$ cat src/rtl/fp_pkg.sv
// Shared definitions for the FP write-back path: flag layout, NaN-box constant,
// the queued entry type and the result formatting helpers.
package fp_pkg;

    localparam int FLAG_W  = 5;
    localparam int FLAG_NV = 4;
    localparam int FLAG_DZ = 3;
    localparam int FLAG_OF = 2;
    localparam int FLAG_UF = 1;
    localparam int FLAG_NX = 0;

    localparam logic [15:0] NANBOX_H = 16'hFFFF;

    typedef struct packed {
        logic [31:0]       data;
        logic [4:0]        rd;
        logic [FLAG_W-1:0] flags;
    } wb_entry_t;

    // Half results are NaN-boxed so a later single-precision read sees a qNaN.
    function automatic logic [31:0] box_result(input logic mode_fp, input logic [31:0] res);
        return mode_fp ? res : {NANBOX_H, res[15:0]};
    endfunction

    function automatic logic flags_any(input logic [FLAG_W-1:0] f);
        return f[FLAG_NV] | f[FLAG_DZ] | f[FLAG_OF] | f[FLAG_UF] | f[FLAG_NX];
    endfunction

endpackage

$ cat src/rtl/fp_sync_fifo.sv
// Synchronous FIFO with a registered head output; a push into an empty FIFO is
// visible on head_dat_o one cycle later. Push is dropped when full, pop when empty.
module fp_sync_fifo #(
    parameter int W     = 8,
    parameter int DEPTH = 4
) (
    input  logic                       clk,
    input  logic                       reset,
    input  logic                       push_i,
    input  logic [W-1:0]               push_dat_i,
    input  logic                       pop_i,
    output logic [W-1:0]               head_dat_o,
    output logic [$clog2(DEPTH):0]     count_o,
    output logic                       full_o,
    output logic                       empty_o
);

    localparam int AW = $clog2(DEPTH);
    localparam logic [AW:0] FULL_CNT = (AW+1)'(DEPTH);

    logic [W-1:0]  mem_q [DEPTH];
    logic [AW-1:0] wr_ptr_q, wr_ptr_d;
    logic [AW-1:0] rd_ptr_q, rd_ptr_d;
    logic [AW-1:0] rd_next;
    logic [AW:0]   count_q, count_d;
    logic [W-1:0]  head_q, head_d;
    logic          do_push, do_pop;

    assign full_o     = (count_q == FULL_CNT);
    assign empty_o    = (count_q == '0);
    assign do_push    = push_i && !full_o;
    assign do_pop     = pop_i && !empty_o;
    assign rd_next    = rd_ptr_q + AW'(1);
    assign count_o    = count_q;
    assign head_dat_o = head_q;

    always_comb begin
        wr_ptr_d = do_push ? wr_ptr_q + AW'(1) : wr_ptr_q;
        rd_ptr_d = do_pop  ? rd_next           : rd_ptr_q;
        count_d  = count_q;
        case ({do_push, do_pop})
            2'b10:   count_d = count_q + (AW+1)'(1);
            2'b01:   count_d = count_q - (AW+1)'(1);
            default: count_d = count_q;
        endcase
        // Head register tracks mem[rd_ptr]; bypass the array when the
        // incoming word becomes the new head immediately.
        head_d = head_q;
        if (do_pop && count_q > (AW+1)'(1))
            head_d = mem_q[rd_next];
        else if (do_push && (empty_o || (count_q == (AW+1)'(1) && do_pop)))
            head_d = push_dat_i;
    end

    always_ff @(posedge clk) begin
        if (reset) begin
            wr_ptr_q <= '0;
            rd_ptr_q <= '0;
            count_q  <= '0;
            head_q   <= '0;
        end else begin
            wr_ptr_q <= wr_ptr_d;
            rd_ptr_q <= rd_ptr_d;
            count_q  <= count_d;
            head_q   <= head_d;
        end
    end

    always_ff @(posedge clk) begin
        if (do_push && !reset)
            mem_q[wr_ptr_q] <= push_dat_i;
    end

endmodule

$ cat src/rtl/fp_wb_stage.sv
// FP multiply write-back stage: formats results, queues them (latency 1 when empty),
// and accumulates sticky flags and an exception count at retirement. in_ready = not full.
module fp_wb_stage
    import fp_pkg::*;
#(
    parameter int DEPTH = 4,
    parameter int CNT_W = 16
) (
    input  logic                       clk,
    input  logic                       reset,
    input  logic                       in_valid,
    output logic                       in_ready,
    input  logic [31:0]                in_result,
    input  logic [FLAG_W-1:0]          in_flags,
    input  logic                       in_mode_fp,
    input  logic [4:0]                 in_rd,
    output logic                       wb_valid,
    input  logic                       wb_ready,
    output logic [31:0]                wb_data,
    output logic [4:0]                 wb_rd,
    output logic [FLAG_W-1:0]          fflags,
    input  logic                       fflags_clr,
    output logic [CNT_W-1:0]           exc_count,
    output logic [$clog2(DEPTH):0]     occupancy
);

    wb_entry_t         in_entry;
    wb_entry_t         head_entry;
    logic              accept, retire;
    logic              fifo_full, fifo_empty;
    logic [FLAG_W-1:0] fflags_q, fflags_d;
    logic [CNT_W-1:0]  exc_q, exc_d;

    assign in_ready = !fifo_full;
    assign wb_valid = !fifo_empty;
    assign accept   = in_valid && in_ready;
    assign retire   = wb_valid && wb_ready;

    always_comb begin
        in_entry.data  = box_result(in_mode_fp, in_result);
        in_entry.rd    = in_rd;
        in_entry.flags = in_flags;
    end

    fp_sync_fifo #(
        .W     ($bits(wb_entry_t)),
        .DEPTH (DEPTH)
    ) u_fifo (
        .clk        (clk),
        .reset      (reset),
        .push_i     (accept),
        .push_dat_i (in_entry),
        .pop_i      (retire),
        .head_dat_o (head_entry),
        .count_o    (occupancy),
        .full_o     (fifo_full),
        .empty_o    (fifo_empty)
    );

    assign wb_data = head_entry.data;
    assign wb_rd   = head_entry.rd;

    always_comb begin
        // Clear first so a coinciding retirement still lands in the sticky flags.
        fflags_d = fflags_clr ? '0 : fflags_q;
        if (retire)
            fflags_d = fflags_d | head_entry.flags;
        exc_d = exc_q;
        if (retire && flags_any(head_entry.flags) && exc_q != '1)
            exc_d = exc_q + CNT_W'(1);
    end

    always_ff @(posedge clk) begin
        if (reset) begin
            fflags_q <= '0;
            exc_q    <= '0;
        end else begin
            fflags_q <= fflags_d;
            exc_q    <= exc_d;
        end
    end

    assign fflags    = fflags_q;
    assign exc_count = exc_q;

endmodule

$ cat config.mk
export PLATFORM = sky130hd
export DESIGN_NAME = fp_wb_stage
export DESIGN_NICKNAME = d
export VERILOG_FILES = /design/src/rtl/fp_pkg.sv /design/src/rtl/fp_sync_fifo.sv /design/src/rtl/fp_wb_stage.sv
export SDC_FILE = /design/constraint.sdc
export NUM_CORES = 1
export LEC_CHECK = 0
export CAP_MARGIN = 20
export CORE_MARGIN = 2
export CORE_UTILIZATION = 40
export DETAILED_ROUTE_END_ITERATION = 7
export SYNTH_ARGS = -nofsm -noshare
export SYNTH_HDL_FRONTEND = slang
export SYNTH_SLANG_ARGS = --single-unit
$ cat constraint.sdc
create_clock -name clk -period 3 [get_ports clk]
set_input_delay 0.9 -clock clk [delete_from_list [all_inputs] [get_ports clk]]
set_output_delay 0.9 -clock clk [all_outputs]
set_load 0.02 [all_outputs]
==> results of run 1 <==
-- flip-flops by register name, summed over array words and instances (netlist names) --
register,cells
u_fifo.head_dat_o,42
u_fifo.count_o,3
fflags,5
u_fifo.mem_q,168
u_fifo.wr_ptr_q,2
u_fifo.rd_ptr_q,2
exc_count,16
-- kinds of logic after synthesis --
kind of cell             Yosys count
AND/OR/NAND/NOR                  185
buffers and inverters             78
multiplexers                      45
adder cells (fa/ha/maj)           10
XOR/XNOR                          17
flip-flops                       238
AO/OA/AOI/OAI                     59
-- stage by stage --
step	util (%)	cells	worst slack [ns]	instance area, um2	hold slack, ns
after floorplan	-	632	0.210	9520	0.456
after global placement	46.6	1014	0.346	10900	0.466
after detailed placement	46.6	1014	0.307	10900	0.469
final	50.1	1060	0.133	11700	0.477
after global routing	50.1	1060	0.0355	11700	0.513
after CTS	50.1	1060	0.0218	11700	0.483
-- placed cells by master, fill, tap and decap left out, drive strengths merged, types with 3 or more instances in the layout --
cell	Yosys	routed
clkdlybuf4s50	0	109
a221oi	3	3
nand2	8	8
and2	6	6
clkinv	0	9
buf	52	25
a21oi	10	10
nand3	9	9
edfxtp	168	168
inv	6	6
bufinv	0	3
nor3	3	3
and3	3	3
or3	3	3
o221ai	39	39
nand2b	16	16
nand4	5	5
mux4	42	42
xnor2	14	14
clkbuf	20	33
nor4	6	6
ha	10	10
dfxtp	70	70
xor2	3	3
nor2b	9	9
nor2	109	109
-- worst min-delay path: cells and delay by family, from the launching register on --
family,cells,cell delay (ns)
flops,1,0.32
simple gates,2,0.13
-- power by group --
part,internal (mW),switching (mW),total (mW)
Clock,1.86,1.21,3.07
Combinational,1.19,1.35,2.54
Sequential,3.92,0.312,4.24
-- final cells by class --
type,instances,area share [%]
multi-input combinational,316,22.5
clock buffer,33,5.85
sequential,238,55.0
inverter,6,0.192
timing repair buffer,135,11.8
tap,319,3.40
clock inverter,13,1.22
-- final timing paths --
check,start,to,cells after the start
setup / recovery,u_fifo.count_o[1],in_ready,4
hold / removal,u_fifo.head_dat_o[18],u_fifo.head_dat_o[18],2
hold reg to reg,u_fifo.head_dat_o[18],u_fifo.head_dat_o[18],2
setup reg to reg,u_fifo.count_o[1],u_fifo.count_o[2],7
-- metal layers --
layer | vias to the layer above | track usage, %
met5 | - | 0
met4 | 0 | 3.60
met3 | 18 | 2.79
met2 | 149 | 27.2
met1 | 2763 | 23.0
li1 | 2546 | -
-- repair_timing --
action                     in CTS  in global routing
resized for setup               1                  1
setup endpoints to repair       1                  1
setup buffers                   0                  0
==> flow_metrics.tcl, run 1 <==
set metrics [dict create \
    synthMuxAreaShare_pct 10.3 \
    ys_top_cells_by_area "edfxtp_1, dfxtp_1, mux4_2" \
    max_freq_mhz 349 \
    synthSimpleGateAreaFrac_pct 9.32 \
    rows 56 \
    cts_max_level 1 \
    drt_wl_total_um 20000 \
    grt_pass1_wl_um 31700 \
    skew_ns 0.00897 \
    grtUsageTotal_pct 16.5 \
    drt_pass1_iterations 5 \
    diodes 0 \
    ys_types 41 \
    nets 780 \
    antenna_left 0 \
    critPathMaxStageDelay_ns 0.63 \
    synth.avg_cell_area_um2 15.1 \
    postSynth.asyncResetShare_pct 0 \
    synthAdderAreaFrac_pct 1.31 \
    leakage_nw 3.85 \
    synth_xor_area_share_pct 1.56 \
    dp_hpwl_um 12400 \
    ys_ff_latch 238 \
    outcome "complete, no violations" \
    ir_drop_mv 0.377 \
    hold_path.class "reg -> reg" \
    period_share_pct 95.6 \
    synthFlopType "edfxtp_1" \
    core_area_um2 23400 \
    worst_pin_slew_ns 0.631 \
    met2WireLength_um 9740 \
    via_count 5476 \
    clk_pin_slew_ns 0.06 \
    fill_cells 2074 \
    cts_root_buf "clkbuf_16" \
    critPathTopFamily "buffers and inverters" \
    netlist.area_leader.share_pct 53.0 \
    synth_top_family_by_area "multiplexers" \
    wl_met1_um 9040 \
    cp_max_fo 4 \
    worstPathRequired_ns 2.10 \
    syn_to_final_growth_pct 23.2 \
    grt_max_degree 40 \
    ioPinCount 111 \
    startpoint_type "flop" \
    power_mw 9.85 \
    cts_hold_buf 0 \
    fin_crit_ns 2.87 \
    drcViolationCount 0 \
    relSlewSlack_pct 57.7 \
    drtIter0Drc 299 \
    cp.arrival_ns 1.97 \
    fp.dieArea_um2 25000 \
    die_w_um 158 \
    slew_violations 0 \
    port_buffers 110 \
    cts.sinks 238 \
    clk_latency_ns 0.51 \
    power_density_nw_per_um2 840 \
    cts-buffers-inserted 25 \
    r2r_setup_slack_ns 0.76 \
    place_congestion 0.754 \
    top_layer "met4" \
    endpoint_kind "output pin" \
    yosys.area.top_type "edfxtp_1" \
    crit_buf_inv 2 \
    seq_area_um2 6450 \
    via_per_inst 5.17 \
    setup_viol 0 \
    met3_length_um 999 \
    synth_edf_count 168 \
    hold_viol_final 0 \
    crit_chain "inv_1 > ha_1 > nand2_1 > clkdlybuf4s50_1" \
    cts_tree "built" \
    antenna_found_initial 0 \
    synth_compound_area_share_pct 5.04 \
    start_util_pct 40.7 \
    yosysMostFrequentCell "edfxtp_1" \
    drive_gt1_share_pct 16.3 \
    ys_warn_count 0 \
    ys_top_cells_by_count "edfxtp_1, nor2_1, dfxtp_1" \
    clockBufferDepth 3 \
    cp_slowest_cell "clkdlybuf4s50_1" \
    tns_ns 0 \
    maxCapViolations 0 \
    synth_fp_nets 690 \
    grt_pass1_vias 5658 \
    synth-seq-area-share_pct 67.7 \
    critical_path_class "reg -> out" \
    fp.dieH_um 158 \
    synth_area_um2 9520 \
    rsz0062_at_grt "false" \
    overflow 0 \
    wl_per_cell_um 18.9 \
    multi_input_area_um2 2630 \
    syn_inst 632 \
]
Power figures use the tool's default switching activity.
==> inputs of run 2 (changes only) <==
--- a/config.mk
+++ b/config.mk
@@ -9,6 +9,7 @@
 export CORE_MARGIN = 2
 export CORE_UTILIZATION = 40
 export DETAILED_ROUTE_END_ITERATION = 7
+export GPL_TIMING_DRIVEN = 0
 export SYNTH_ARGS = -nofsm -noshare
 export SYNTH_HDL_FRONTEND = slang
 export SYNTH_SLANG_ARGS = --single-unit
==> run 2 against run 1 <==
Register-to-register slack got worse by 0.25 ns. Core utilization increased by 0.89 points. Clock power increased by 2%. Largest power group unchanged. Global-route usage increased by 0.62 points. Critical path depth unchanged. Non-clock buffer count increased by 50. Sequential cell count unchanged. Via count increased by 3.9%. Count of clock-buffer cells in the layout decreased by 1. Sequential power decreased by 2%. Cell area increased by 1.8%. Clock skew decreased by 0.0018 ns.
==> flow_metrics.tcl, run 2 (synthesized netlist as in run 1, its figures left out) <==
set metrics [dict create \
    r2r-end "u_fifo.count_o[2]" \
    worst_pin_slew_ns 0.806 \
    clk_latency_ns 0.51 \
    leakage_nw 4.01 \
    fill_cells 2001 \
    antenna_left 0 \
    max_freq_mhz 347 \
    seq_area_um2 6450 \
    via_per_inst 5.13 \
    setup_viol 0 \
    critical_path_class "reg -> out" \
    grt_max_degree 28 \
    startpoint_type "flop" \
    clockBufferDepth 3 \
    drt_pass1_iterations 5 \
    drtIter0Drc 395 \
    layout_commonest_cell "edfxtp_1" \
    fin_util_pct 51.0 \
    fin_ws_ns 0.120 \
    largest_reg_flops 168 \
    cp_max_fo 4 \
    ir_drop_mv 0.473 \
    multi_input_area_um2 2620 \
    fp.dieArea_um2 25000 \
    period_share_pct 96.0 \
    fin_cells 1108 \
    fin_crit_ns 2.88 \
    maxCapViolations 0 \
    hold_end "u_fifo.head_dat_o[24]" \
    place_congestion 0.787 \
    via_count 5689 \
    r2r_setup_slack_ns 0.51 \
    grt_pass1_wl_um 32900 \
    nets 830 \
    cp.arrival_ns 1.98 \
    drcViolationCount 0 \
    worstPathRequired_ns 2.10 \
    endpoint_kind "output pin" \
    power_density_nw_per_um2 852 \
    cts.sinks 238 \
    overflow 0 \
    drive_gt1_share_pct 18.3 \
    tns_ns 0 \
    reg2reg_from "u_fifo.count_o[1]" \
    clk_pin_slew_ns 0.06 \
    cp-startpoint "u_fifo.count_o[1]" \
    outcome "complete, no violations" \
    whs_ns 0.481 \
    antenna_found_initial 0 \
    start_util_pct 40.7 \
    ff2ff_path_depth 8 \
    hold_depth 2 \
    hold_path.class "reg -> reg" \
    fp.dieH_um 158 \
    cp_slowest_cell "clkdlybuf4s50_1" \
    ioPinCount 111 \
    hold_viol_final 0 \
    drt_wl_total_um 21000 \
    min_from "u_fifo.head_dat_o[24]" \
    relSlewSlack_pct 46.3 \
    die_w_um 158 \
    critPathMaxStageDelay_ns 0.63 \
    core_area_um2 23400 \
    diodes 0 \
    slew_violations 0 \
    grtUsageTotal_pct 17.1 \
    top_register "u_fifo.mem_q" \
    cts_max_level 1 \
    dpl.cell_count 1064 \
    mostFrequentLayoutCells "edfxtp_1, nor2_1, clkdlybuf4s50_1" \
    syn_to_final_growth_pct 25.4 \
    grt_pass1_vias 5873 \
    rows 56 \
    dp_hpwl_um 13300 \
    crit_chain "inv_1 > ha_1 > nand2_1 > clkdlybuf4s50_1" \
    cts_root_buf "clkbuf_16" \
    pre_cts_ws_ns -0.188 \
    skew_ns 0.00718 \
    rsz0062_at_grt "false" \
    cts_tree "built" \
    port_buffers 109 \
    cts-buffers-inserted 25 \
    wl_per_cell_um 19.0 \
    cts_hold_buf 0 \
]
-- run 2: cell types whose count changed in the layout (fill, tap and decap cells not counted), sizes merged --
cell and delta:
buf +31, clkbuf +19, clkinv -2, bufinv +1
clkdlybuf4s50 -1
-- run 2: cell type report --
| type | instances | share of cell area [%] |
|---|---|---|
| buffer | 72 | 3.61 |
| clock buffer | 32 | 5.72 |
| sequential | 238 | 54.0 |
| inverter | 6 | 0.189 |
| tap | 319 | 3.35 |
| clock inverter | 12 | 1.32 |
| multi-input combinational | 316 | 22.0 |
| timing repair buffer | 113 | 9.80 |
-- run 2: worst max-delay path by stage --
stage                                  to  slack [ns]  cells past startpoint
floorplan              u_fifo.mem_q[0][0]        0.21                      6
global placement      u_fifo.mem_q[0][10]       -1.06                      4
detailed placement  u_fifo.head_dat_o[32]       -0.19                      9
CTS                              in_ready        0.09                      4
global route                     in_ready        0.01                      4
finish                           in_ready        0.12                      4
-- run 2: routing by layer --
| layer | up-vias | global-route usage (%) | share of wire [%] |
|---|---|---|---|
| met3 | 23 | 3.15 | 5.7 |
| met5 | - | 0 | 0 |
| met2 | 166 | 28.1 | 48 |
| li1 | 2637 | - | - |
| met4 | 0 | 3.69 | 1.3 |
| met1 | 2863 | 23.9 | 45 |
-- run 2: per-stage QoR --
stage	total power [mW]	cell area (um2)
2_1_floorplan	6.02	9520
3_3_place_gp	7.06	11000
3_5_place_dp	7.13	11100
4_1_cts	10.3	11900
5_1_grt	10.7	11900
6_report	10.2	11900
-- run 2: repair_timing --
item	in CTS	in global routing
endpoints found under the setup margin	1	0
resized for setup	2	0
endpoints found under the hold margin	0	0
setup buffers	0	0
-- run 2: worst max-delay path: cells and delay by family (launching register included) --
family	cells	cell delay (ns)
buffers and inverters	2	0.74
adder cells (fa/ha/maj)	1	0.21
flip-flops	1	0.38
AND/OR/NAND/NOR	1	0.14
-- run 2: report_power, final --
group	internal [mW]	switching (mW)	total (mW)
registers	3.92	0.213	4.14
clock network	1.94	1.21	3.14
logic	1.38	1.51	2.89
==> inputs of run 3 (changes only) <==
==> constraint.sdc (replaced) <==
create_clock -name clk -period 3 [get_ports clk]
set_input_delay 0.45 -clock clk [delete_from_list [all_inputs] [get_ports clk]]
set_output_delay 0.45 -clock clk [all_outputs]
set_load 0.02 [all_outputs]
==> run 3 against run 2 <==
Via count about the same. Critical endpoint is now wb_valid. Routed wire length barely moved. Worst hold slack lost 0.11 ns. Largest cell class unchanged. Sequential power about the same. Sequential share of layout area hardly changed. Clock power barely moved. Final cell count unchanged. Count of clock-buffer cells in the layout did not move. Sequential cell count unchanged.
==> flow_metrics.tcl, run 3 (synthesized netlist as in run 1, its figures left out) <==
set metrics [dict create \
    rsz0062_at_grt "false" \
    cts_hold_buf 0 \
    worst_pin_slew_ns 0.806 \
    fp.dieArea_um2 25000 \
    start_util_pct 40.7 \
    diodes 0 \
    power_density_nw_per_um2 853 \
    grt_max_degree 28 \
    relSlewSlack_pct 46.3 \
    clk_latency_ns 0.51 \
    via_count 5691 \
    ioPinCount 111 \
    largest_reg_flops 168 \
    drtIter0Drc 393 \
    worstPathRequired_ns 2.55 \
    clockBufferDepth 3 \
    period_share_pct 86.2 \
    cts.sinks 238 \
    overflow 0 \
    core_area_um2 23400 \
    cts-buffers-inserted 25 \
    tns_ns 0 \
    antenna_left 0 \
    ir_drop_mv 0.473 \
    fin_cells 1108 \
    drcViolationCount 0 \
    critical_path_class "reg -> out" \
    postCtsSetupBuffers 0 \
    grtUsageTotal_pct 17.1 \
    die_w_um 158 \
    dp_hpwl_um 13300 \
    startpoint_type "flop" \
    slew_violations 0 \
    setup_viol 0 \
    top_register "u_fifo.mem_q" \
    cts_max_level 1 \
    power_mw 10.2 \
    leakage_nw 4.00 \
    mostFrequentLayoutCells "edfxtp_1, nor2_1, clkdlybuf4s50_1" \
    cts_root_buf "clkbuf_16" \
    via_per_inst 5.14 \
    endpoint_kind "output pin" \
    rows 56 \
    syn_to_final_growth_pct 25.4 \
    dpl.cell_count 1064 \
    nets 830 \
    drt_wl_total_um 21000 \
    wl_per_cell_um 19.0 \
    cts_resized 0 \
    hold_path.class "in -> reg" \
    hold_depth 3 \
    cp.arrival_ns 2.14 \
    drt_pass1_iterations 5 \
    grt_pass1_vias 5873 \
    cts_tree "built" \
    cp_max_fo 6 \
    antenna_found_initial 0 \
    layout_commonest_cell "edfxtp_1" \
    drive_gt1_share_pct 18.1 \
    fp.dieH_um 158 \
    maxCapViolations 0 \
    clk_pin_slew_ns 0.06 \
    grt_pass1_wl_um 32900 \
    fin_crit_ns 2.59 \
    skew_ns 0.00704 \
    max_freq_mhz 386 \
    hold_viol_final 0 \
    outcome "complete, no violations" \
    port_buffers 109 \
    ff2ff_path_depth 8 \
    place_congestion 0.787 \
]
[run 3: changes by cell type in the layout (fill, tap and decap cells not counted), sizes merged]
cell / change
dlygate4sd2: -1
clkdlybuf4s50: +1
[run 3: final timing paths]
| path | slack [ns] | startpoint | endpoint |
|---|---|---|---|
| setup / recovery | 0.41 | u_fifo.count_o[0] | wb_valid |
| hold / removal | 0.37 | reset | exc_count[11] |
| setup reg to reg | 0.46 | u_fifo.count_o[0] | u_fifo.count_o[2] |
| hold reg to reg | 0.48 | u_fifo.head_dat_o[24] | u_fifo.head_dat_o[24] |
[run 3: report_power, final]
group | switching [mW] | internal (mW) | leakage (nW)
sequential | 0.213 | 3.92 | 2.08
combinational | 1.51 | 1.39 | 1.51
clock | 1.21 | 1.94 | 0.409
total | 2.94 | 7.24 | 4.00
[run 3: layer usage]
| layer | wire length, um | global-route usage, % | share of wire, % |
|---|---|---|---|
| met5 | 0 | 0 | 0 |
| met2 | 10200 | 28.1 | 48 |
| met3 | 1200 | 3.15 | 5.7 |
| met1 | 9380 | 23.9 | 45 |
| met4 | 278 | 3.69 | 1.3 |
[run 3: critical path, stage by stage, from the launching register on]
cell	delay, ns
dfxtp_1	0.45
inv_1	0.10
ha_1	0.23
or2b_2	0.23
clkdlybuf4s50_1	0.61
[run 3: through the flow]
step / util (%) / area (um2) / hold WS [ns] / worst slack, ns
detailed placement: 47.4 / 11100 / 0.473 / 0.262
CTS: 51.0 / 11900 / 0.361 / 0.390
global placement: 47.0 / 11000 / 0.470 / -0.607
floorplan: - / 9520 / 0.456 / 0.210
finish: 51.0 / 11900 / 0.369 / 0.413
global route: 51.0 / 11900 / 0.426 / 0.271
[run 3: final cells by class]
cell class / instances / area (um2)
Fill cell: 2001 / 11500
Sequential cell: 238 / 6450
Multi-Input combinational cell: 316 / 2620
Timing Repair Buffer: 113 / 1170
Clock buffer: 32 / 682
Buffer: 72 / 430
Tap cell: 319 / 399
Clock inverter: 12 / 158
Inverter: 6 / 22.5
